<file path="config.mk">
export PLATFORM = sky130hd
export DESIGN_NAME = fetch_queue
export DESIGN_NICKNAME = d
export VERILOG_FILES = /design/src/rtl/fetch_queue_pkg.sv /design/src/rtl/fetch_queue_fifo.sv /design/src/rtl/fetch_queue.sv
export SDC_FILE = /design/constraint.sdc
export NUM_CORES = 1
export LEC_CHECK = 0
export ABC_AREA = 1
export BUFFER_PORTS_ARGS = -buffer_cell sky130_fd_sc_hd__buf_2
export CAP_MARGIN = 40
export CORE_ASPECT_RATIO = 0.9
export CORE_UTILIZATION = 58
export CTS_BUF_LIST = sky130_fd_sc_hd__clkbuf_2 sky130_fd_sc_hd__clkbuf_4 sky130_fd_sc_hd__clkbuf_8
export DETAILED_ROUTE_END_ITERATION = 16
export HOLD_SLACK_MARGIN = 0.06
export PLACE_DENSITY = 0.87
export SLEW_MARGIN = 20
export SYNTH_ARGS = -nofsm -noshare
export SYNTH_HDL_FRONTEND = slang
export SYNTH_SLANG_ARGS = --single-unit
</file>
<file path="constraint.sdc">
create_clock -name clk -period 5.98 [get_ports clk]
set_input_delay 0.598 -clock clk [delete_from_list [all_inputs] [get_ports clk]]
set_output_delay 0.598 -clock clk [all_outputs]
set_load 0.005 [all_outputs]
</file>
<file path="src/rtl/fetch_queue_pkg.sv">
// Shared encodings and the instruction-queue entry layout for the fetch stage.
package fetch_queue_pkg;

  localparam logic [7:0] ECODE_ADEF    = 8'h08;
  localparam logic       ESUBCODE_ADEF = 1'b0;

  typedef struct packed {
    logic [31:0] pc;
    logic [31:0] inst;
    logic        ex;
    logic [7:0]  ecode;
    logic        esubcode;
  } fd_entry_t;

  localparam int FD_ENTRY_W = 32 + 32 + 1 + 8 + 1;

endpackage

</file>
<file path="src/rtl/fetch_queue_fifo.sv">
// Small synchronous FIFO; clear has priority over push and pop.
module fq_sync_fifo #(
  parameter int WIDTH = 32,
  parameter int DEPTH = 4,
  localparam int AW = (DEPTH > 1) ? $clog2(DEPTH) : 1,
  localparam int CW = $clog2(DEPTH) + 1
) (
  input  logic             clk,
  input  logic             rstn,
  input  logic             clear,
  input  logic             push,
  input  logic [WIDTH-1:0] din,
  input  logic             pop,
  output logic [WIDTH-1:0] head,
  output logic [CW-1:0]    count
);

  logic [WIDTH-1:0] mem [DEPTH];
  logic [AW-1:0]    rptr, wptr;
  logic             full, empty, do_push, do_pop;

  function automatic logic [AW-1:0] next_ptr(input logic [AW-1:0] p);
    return (p == AW'(DEPTH - 1)) ? '0 : p + AW'(1);
  endfunction

  assign full    = (count == CW'(DEPTH));
  assign empty   = (count == '0);
  assign do_pop  = pop & ~empty;
  // A full queue may still accept a push when the head leaves in the same cycle.
  assign do_push = push & (~full | do_pop);
  assign head    = mem[rptr];

  always_ff @(posedge clk) begin
    if (!rstn || clear) begin
      rptr  <= '0;
      wptr  <= '0;
      count <= '0;
    end else begin
      if (do_push) wptr <= next_ptr(wptr);
      if (do_pop)  rptr <= next_ptr(rptr);
      unique case ({do_push, do_pop})
        2'b10:   count <= count + CW'(1);
        2'b01:   count <= count - CW'(1);
        default: count <= count;
      endcase
    end
  end

  always_ff @(posedge clk) begin
    if (do_push && !clear) mem[wptr] <= din;
  end

endmodule

</file>
<file path="src/rtl/fetch_queue.sv">
// Multi-outstanding instruction fetch with redirect priority, stale-response
// dropping and an instruction queue in front of pre-decode.
module fetch_queue
  import fetch_queue_pkg::*;
#(
  parameter logic [31:0] RESET_PC        = 32'h1c00_0000,
  parameter int          MAX_OUTSTANDING = 2,
  parameter int          IBUF_DEPTH      = 4
) (
  input  logic        clk,
  input  logic        rstn,
  input  logic        ex_en_i,
  input  logic [31:0] ex_entry_pc,
  input  logic        ertn_flush_i,
  input  logic [31:0] ertn_pc,
  input  logic        br_taken_i,
  input  logic [31:0] br_target_i,
  input  logic        pred_taken_i,
  input  logic [31:0] pred_target_i,
  output logic        fd_valid,
  input  logic        fd_ready,
  output logic [31:0] fd_pc,
  output logic [31:0] fd_inst,
  output logic        fd_ex,
  output logic [7:0]  fd_ecode,
  output logic        fd_esubcode,
  output logic        inst_sram_req,
  output logic        inst_sram_wr,
  output logic [1:0]  inst_sram_size,
  output logic [3:0]  inst_sram_wstrb,
  output logic [31:0] inst_sram_addr,
  output logic [31:0] inst_sram_wdata,
  input  logic        inst_sram_addr_ok,
  input  logic        inst_sram_data_ok,
  input  logic [31:0] inst_sram_rdata
);

  localparam int OW = $clog2(MAX_OUTSTANDING) + 1;
  localparam int IW = $clog2(IBUF_DEPTH) + 1;

  logic [31:0]   fetch_pc, redir_pc, tag_head;
  logic          halt, any_redir, adef, issue, resp_keep, adef_push, ibuf_push, ibuf_pop;
  logic [OW-1:0] inflight, drop_cnt;
  logic [IW-1:0] ibuf_count;
  fd_entry_t     ibuf_din, ibuf_head;

  always_comb begin
    any_redir = 1'b1;
    redir_pc  = ex_entry_pc;
    if (ex_en_i)           redir_pc = ex_entry_pc;
    else if (ertn_flush_i) redir_pc = ertn_pc;
    else if (br_taken_i)   redir_pc = br_target_i;
    else if (pred_taken_i) redir_pc = pred_target_i;
    else                   any_redir = 1'b0;
  end

  assign adef = |fetch_pc[1:0];

  // Counting in-flight requests against queue space means a response can always be pushed.
  assign inst_sram_req = rstn & ~any_redir & ~halt & ~adef
                       & (int'(inflight) < MAX_OUTSTANDING)
                       & ((int'(inflight) + int'(ibuf_count)) < IBUF_DEPTH);
  assign issue     = inst_sram_req & inst_sram_addr_ok;
  assign resp_keep = inst_sram_data_ok & (drop_cnt == '0) & ~any_redir;
  assign adef_push = adef & ~halt & ~any_redir & (inflight == '0) & (drop_cnt == '0)
                   & (int'(ibuf_count) < IBUF_DEPTH);
  assign ibuf_push = resp_keep | adef_push;

  always_comb begin
    ibuf_din = '{pc: tag_head, inst: inst_sram_rdata, ex: 1'b0, ecode: 8'h00, esubcode: 1'b0};
    if (adef_push)
      ibuf_din = '{pc: fetch_pc, inst: 32'h0, ex: 1'b1, ecode: ECODE_ADEF, esubcode: ESUBCODE_ADEF};
  end

  assign fd_valid    = (ibuf_count != '0) & ~any_redir;
  assign ibuf_pop    = fd_valid & fd_ready;
  assign fd_pc       = fd_valid ? ibuf_head.pc       : 32'h0;
  assign fd_inst     = fd_valid ? ibuf_head.inst     : 32'h0;
  assign fd_ex       = fd_valid & ibuf_head.ex;
  assign fd_ecode    = fd_valid ? ibuf_head.ecode    : 8'h00;
  assign fd_esubcode = fd_valid & ibuf_head.esubcode;

  assign inst_sram_wr    = 1'b0;
  assign inst_sram_size  = 2'b10;
  assign inst_sram_wstrb = 4'h0;
  assign inst_sram_wdata = 32'h0;
  assign inst_sram_addr  = fetch_pc;

  always_ff @(posedge clk) begin
    if (!rstn) begin
      fetch_pc <= RESET_PC;
      halt     <= 1'b0;
      drop_cnt <= '0;
    end else if (any_redir) begin
      fetch_pc <= redir_pc;
      halt     <= 1'b0;
      drop_cnt <= inflight - OW'(inst_sram_data_ok);
    end else begin
      if (issue)     fetch_pc <= fetch_pc + 32'd4;
      if (adef_push) halt     <= 1'b1;
      if (inst_sram_data_ok && drop_cnt != '0) drop_cnt <= drop_cnt - OW'(1);
    end
  end

  // The tag queue occupancy is the in-flight request count.
  fq_sync_fifo #(.WIDTH(32), .DEPTH(MAX_OUTSTANDING)) u_tag_q (
    .clk   (clk),
    .rstn  (rstn),
    .clear (1'b0),
    .push  (issue),
    .din   (fetch_pc),
    .pop   (inst_sram_data_ok),
    .head  (tag_head),
    .count (inflight)
  );

  fq_sync_fifo #(.WIDTH(FD_ENTRY_W), .DEPTH(IBUF_DEPTH)) u_ibuf (
    .clk   (clk),
    .rstn  (rstn),
    .clear (any_redir),
    .push  (ibuf_push),
    .din   (ibuf_din),
    .pop   (ibuf_pop),
    .head  (ibuf_head),
    .count (ibuf_count)
  );

endmodule
</file>
### Word-level counts from Yosys, hierarchy flattened

Memory sizes are Yosys's and may differ from the RTL's. A register that Yosys moved wholly into a read port is not among the register bits.
Cells that the tools add are included.

* add/subtract/negate cells: 12
* magnitude comparators: 3
* equal/unequal tests: 8
* mux-type cells: 30
* bitwise gates (word level): 32
* reductions and logical operators: 16

Operators by type and width (number)
* $mux W32: 8
* $mux W74: 1
* $add A32 B3 Y32 const B: 1
* $and A1 B1 Y1: 21
* $mux W1: 12
* $mux W2: 6
* $eq A2 B2 Y1 const B: 5
* $reduce_bool A2 Y1: 5
* $mux W8: 1
* $not A1 Y1: 8
* $add A2 B1 Y2 const B: 3
* $pmux W3 S2: 1
* $add A2 B3 Y4: 1
* $eq A2 B1 Y1 const B: 2
* $logic_not A2 Y1: 2
* $lt A4 B3 Y1 const B: 1
* $pmux W2 S2: 1
* $reduce_or A2 Y1: 2
* $sub A2 B1 Y2 const B: 2
* $add A3 B1 Y3 const B: 1
* $eq A3 B3 Y1 const B: 1
* $logic_not A3 Y1: 1
* $lt A3 B3 Y1 const B: 1
* $or A1 B1 Y1: 3
* other kinds (8): 11

* flip-flop bits (word level): 46
* bits in writable memories: 360
* output and inout bits: 147
* word-level logic and storage cells: 112
* memories: 2

Memory list
* u_ibuf.mem: words 4, bits a word 74, rd ports 1, clocked after memory_dff 1, write ports 1, line fetch_queue_fifo.sv:18 `logic [WIDTH-1:0] mem [DEPTH];`
* u_tag_q.mem: words 2, bits a word 32, rd ports 1, clocked after memory_dff 1, write ports 1, line fetch_queue_fifo.sv:18

### Logic depth before layout (Yosys ltp)

* word-level depth: 14
* gate-level depth with buffers: 14

### By module

A second synthesis with hierarchy kept.

* cells, all modules: 1897
* area, all modules: 18960.7 µm²

By module, submodules not included
* fq_sync_fifo (u_ibuf): instances 1, cells each 785, area each 11462.2 µm², sequential area each 9068.7 µm²
* fetch_queue: instances 1, cells each 976, area each 4933.5 µm², sequential area each 700.7 µm²
* fq_sync_fifo (u_tag_q): instances 1, cells each 136, area each 2565.0 µm², sequential area each 2021.9 µm²

### Least setup slack after synthesis

No wires, ideal clock.

* path kind: input-to-reg
* start point: in ertn_flush_i
* end point: mem u_ibuf.mem[0][10] (netlist bit) (enable)
* library setup time: 0.489 ns
* arrival: 4.233 ns
* data required time: 5.491 ns
* slack: 1.259 ns
* stages: 8
* buffers on the path: 1
* path through: buf_4 > nor2_8 > nand2_4 > a31oi_4 > nand2_1 > nand2_1 > nand2_1 > nor2_1

* elaborated cells between the ends (all ways): 18
* classes of those cells: mux: 4; bitwise: 12; reduce/logical: 2

RTL lines
* start: declaration: line fetch_queue.sv:14 `input logic ertn_flush_i,`
* $mux W1: line fetch_queue.sv:51 `else if (ertn_flush_i) redir_pc = ertn_pc;`
* $mux W1: line fetch_queue.sv:50 `if (ex_en_i) redir_pc = ex_entry_pc;`
* $not A1 Y1: line fetch_queue.sv:75 `assign fd_valid = (ibuf_count != '0) & ~any_redir;`
* $and A1 B1 Y1: line fetch_queue.sv:75
* via fd_valid: line fetch_queue.sv:20 `output logic fd_valid,`
* $and A1 B1 Y1: line fetch_queue.sv:76 `assign ibuf_pop = fd_valid & fd_ready;`
* $and A1 B1 Y1: line fetch_queue_fifo.sv:28 `assign do_pop = pop & ~empty;`
* $or A1 B1 Y1: line fetch_queue_fifo.sv:30 `assign do_push = push & (~full | do_pop);`
* $and A1 B1 Y1: line fetch_queue_fifo.sv:30
* $logic_and A1 B1 Y1: line fetch_queue_fifo.sv:50 `if (do_push && !clear) mem[wptr] <= din;`
* $mux W1: line fetch_queue_fifo.sv:50
* $mux W1 (not written as such): line fetch_queue_fifo.sv:50
* end: declaration: line fetch_queue_fifo.sv:18

The timed path passes the listed nets, and every way through them passes these cells.

==> summary.log <==
[synth] number of storage elements in the synthesis netlist 373
[die] core area 29,880 sq um
[synth] warning count from the yosys run 0
[power_and_ir_drop] share of total power in sequential cells 0.550
[setup_path] Arr. time, crit path 3.29 ns
[detailed_routing] number of vias after detailed routing 14.26k
[placed_design] buffers added on ports 268
[timing] final slew viol count 0
[clock_tree] quantity of gates resized following cts 0
[timing] final count of negative-setup-slack endpoints 0
[power_and_ir_drop] Pwr per Cell Area 261.3 nW/um^2
[clock_tree] TritonCTS clock tree yes
[flow_run] maximum capacitance violations 0
[placed_design] Final Wtd Congestion 0.9539
[setup_path] Crit path largest cell delay 0.61 ns
[clock_tree] number of H-tree branching levels 2
[timing] part of the cycle the worst path needs 0.6503
[die] starting density of the core 0.5902
[finish] layout-stage area growth over the synthesis result 14.48%
[power_and_ir_drop] clock group share of total power 0.389
[power_and_ir_drop] Final Total Pwr 5.274 mW
[setup_path] count of buffer and inverter cells on the critical path 4
[synth] cells taking the most area after synthesis sky130_fd_sc_hd__edfxtp_1 55%, sky130_fd_sc_hd__nor2_1 8.5%, sky130_fd_sc_hd__o21ai_0 6.7%, sky130_fd_sc_hd__nand2_1 5.7%, sky130_fd_sc_hd__dfxtp_1 5.6%
[global_route] initial antenna violation count 0
[power_and_ir_drop] Static Leakage 8.131 nW
[timing] normalized max-slew margin 0.4394
[die] boundary pin count 316
[global_route] gr ovfl total 0
[global_route] largest net degree at the start of global routing 103
[timing] setup slack after layout 2.091 ns
[setup_path] reg2reg start drop_cnt[0]$_SDFFE_PN0P_
[synth] syn avg cell area 9.404 sq um
[placed_design] cell count after placement 2,459
[detailed_routing] number of remaining DRC errors 0
[power_and_ir_drop] worst vdd rail ir drop 0.0001690 V
[timing] accumulated negative setup slack 0 ns
[placed_design] Placement Setup Slack 1.796 ns
[synth] library cell with the largest summed area after synthesis sky130_fd_sc_hd__edfxtp_1
[detailed_routing] via density per instance 5.560
[setup_path] required time of the worst setup path 5.38 ns
[die] die area 31,100 sq um
[clock_tree] clock transition at the registers of the reported paths 0.06 ns
[synth] share of synthesized area occupied by flip-flops and latches 0.6074
[clock_tree] clock latency at the later pin of the worst-skew pair 0.60 ns
[finish] Diodes inserted 0
[die] number of cell rows 60
[setup_path] type of the setup path with the least slack reg2out
[finish] most used cells in the layout excluding fill and tap cells 392 x sky130_fd_sc_hd__nor2_1, 324 x sky130_fd_sc_hd__edfxtp_1, 270 x sky130_fd_sc_hd__nand2_1
[finish] fin util 0.6756
[hold_path] worst hold path class in2reg
[clock_tree] post-CTS setup repair buffer count 0
[finish] net count of the finished layout 2,296
[synth] area fraction of the dominant cell type after synthesis 0.5518
[clock_tree] total number of clock tree sinks 373
[timing] Worst Max-Slew Pin Slew 0.8409 ns
[global_route] vias in the first global route 13.41k
[power_and_ir_drop] relative contribution of combinational cells to total power 0.060
[power_and_ir_drop] internal portion of total power 4.067 mW
[setup_path] highest fanout seen on the critical path 66
[synth] most common flop cell mapped by yosys sky130_fd_sc_hd__edfxtp_1
[timing] number of endpoints with negative hold slack in the final report 0
[setup_path] most common cell type on the critical path sky130_fd_sc_hd__buf_4
[setup_path] ordered cell list for the critical path buf_4 -> inv_2 -> buf_4 -> nor2_1 -> o21ai_0 -> a21oi_1 -> buf_2
[synth] Syn Inst Count 1,875
[detailed_routing] wire length per cell after detailed routing 18.02 um
[clock_tree] Post-CTS Hold Fix Bufs 0
[clock_tree] Max Root-Sink Buffers 3
[setup_path] Worst setup SP type register
[setup_path] Top Family by Delay on Critical Path buffers and inverters
[finish] Layout Cell Area excl Fill 20,190 sq um
[detailed_routing] DRT antenna net count 0
[timing] hold_ws 0.2924 ns
[timing] largest clock skew in the final design 0.02797 ns
[timing] unrepaired setup endpoints after global routing no
[outcome] run status finished, final reports clean
[timing] Achievable Freq 257.1 MHz
[finish] most frequent standard cell in the layout excluding fill and tap cells sky130_fd_sc_hd__nor2_1
[synth] netlist area before placement 17,630 sq um
[timing] minimum clock period after layout 3.889 ns
[clock_tree] CTS root buffer sky130_fd_sc_hd__clkbuf_8
[power_and_ir_drop] Switch Pwr 1.207 mW
[synth] distinct cell type count after synthesis 46
[global_route] wire length of the first global-routing pass 69,880 um
[die] Die X 185.8 um
[hold_path] Hold Path Origin ex_entry_pc[1]
[die] vertical die dimension 167.4 um
[detailed_routing] detailed-router iteration count before antenna repair 6
[synth] EDFF count, synth 324
[global_route] Global Route Usage Sum 0.2929
[finish] number of standard cells in the layout, taps in and fillers out 2,564
[clock_tree] total CTS buffers 56
[power_and_ir_drop] switching part of the total power 0.2288
[synth] share of flip-flops with an asynchronous set or reset 0
[finish] fraction of final layout cells sized beyond drive strength 1 0.1837
[placed_design] placed cell areas 19,050 sq um
[setup_path] type of destination of the critical path output port
[detailed_routing] DR iter-0 viols 1,400
[detailed_routing] wire length after detailed routing 46,220 um
[setup_path] slowest stage cell on the critical path sky130_fd_sc_hd__buf_4
[placed_design] DP Wirelength 30,620 um
power groups by stage:
stage | Combinational [mW] | Sequential [mW] | Clock (mW)
6_report | 0.318 | 2.90 | 2.05
2_1_floorplan | 0.196 | 2.94 | 0
5_1_grt | 0.355 | 2.90 | 2.17
3_3_place_gp | 0.301 | 2.95 | 0
4_1_cts | 0.315 | 2.90 | 2.07
3_5_place_dp | 0.313 | 2.95 | 0
worst paths after layout:
check                                                 endpoint  slack, ns  cells after the start
worst max-delay path                                 fd_pc[22]       2.09                      7
worst max register to register     u_ibuf.mem[0][67]$_DFFE_PP_       2.83                      9
worst min register to register                        register       0.46                      1
worst min-delay path            inst_sram_addr[1]$_SDFFE_PN0P_       0.29                      3
layer usage:
| metal | GRT usage | up-vias | wire, um |
|---|---|---|---|
| met5 | 0 | - | 0 |
| met4 | 0.1190 | 0 | 1765 |
| met3 | 0.05154 | 120 | 4268 |
| met2 | 0.4908 | 810 | 22530 |
| met1 | 0.3767 | 6601 | 17650 |
| li1 | - | 6726 | - |
flip-flops by register name, summed over array words and instances (netlist names), named ones only:
register        cells
u_ibuf.mem        260
u_tag_q.mem        64
inst_sram_addr     32
u_ibuf.count        3
drop_cnt            2
u_ibuf.rptr         2
u_ibuf.wptr         2
u_tag_q.count       2
halt                1
u_tag_q.rptr        1
u_tag_q.wptr        1
worst register-to-register path: stages (launching register included):
cell,delay [ns]
sky130_fd_sc_hd__dfxtp_1,0.30
sky130_fd_sc_hd__inv_1,0.09
sky130_fd_sc_hd__ha_1,0.15
sky130_fd_sc_hd__inv_1,0.07
sky130_fd_sc_hd__nor3_2,0.19
sky130_fd_sc_hd__nand3_2,0.17
sky130_fd_sc_hd__nand2_1,0.17
sky130_fd_sc_hd__nand2_1,0.30
sky130_fd_sc_hd__nor2_4,0.65
sky130_fd_sc_hd__buf_4,0.64
cell families (layout without fill, tap and decap cells):
| family | after synthesis | count (layout) | synth area share |
|---|---|---|---|
| buffers and inverters | 306 | 547 | 0.08054 |
| DFF | 373 | 373 | 0.6074 |
| muxes | 2 | 2 | 0.001135 |
| and+or+nand+nor | 750 | 750 | 0.1696 |
| xor gates and xnor gates | 3 | 3 | 0.001490 |
| AOI/OAI and AO/OA | 427 | 427 | 0.1305 |
| adders and majority gates | 12 | 12 | 0.008941 |
| other | 2 | 47 | 0.0004259 |
cell type report:
class	instances	area, sq um
flip-flops and latches	373	10720
fillers	2295	9693
multi-input cells	1241	5707
repair buffers	286	1554
clock buffers	71	883.3
inverters	157	591.8
well taps	403	504.2
clock inverters	33	229.0
Yosys cell counts, types with 2 or more instances:
cell type                  count
sky130_fd_sc_hd__a21boi_0      6
sky130_fd_sc_hd__a21oi_1     123
sky130_fd_sc_hd__a22oi_1      12
sky130_fd_sc_hd__a31oi_1       2
sky130_fd_sc_hd__buf_1        11
sky130_fd_sc_hd__buf_2        33
sky130_fd_sc_hd__buf_4        50
sky130_fd_sc_hd__buf_6         4
sky130_fd_sc_hd__clkbuf_1     49
sky130_fd_sc_hd__clkinv_1      2
sky130_fd_sc_hd__conb_1        2
sky130_fd_sc_hd__dfxtp_1      49
sky130_fd_sc_hd__edfxtp_1    324
sky130_fd_sc_hd__ha_1         11
sky130_fd_sc_hd__inv_1       152
sky130_fd_sc_hd__inv_2         3
sky130_fd_sc_hd__mux2i_1       2
sky130_fd_sc_hd__nand2_1     270
sky130_fd_sc_hd__nand3_1      59
sky130_fd_sc_hd__nand3_2       2
sky130_fd_sc_hd__nand4_1       5
sky130_fd_sc_hd__nor2_1      398
sky130_fd_sc_hd__nor2_2        4
sky130_fd_sc_hd__nor3_1        2
sky130_fd_sc_hd__o211ai_1     31
sky130_fd_sc_hd__o21a_1        3
sky130_fd_sc_hd__o21ai_0     236
sky130_fd_sc_hd__o21ai_1       9
sky130_fd_sc_hd__or2_2         2
sky130_fd_sc_hd__xor2_1        3
Note: power is estimated with default switching activity, not from simulation.
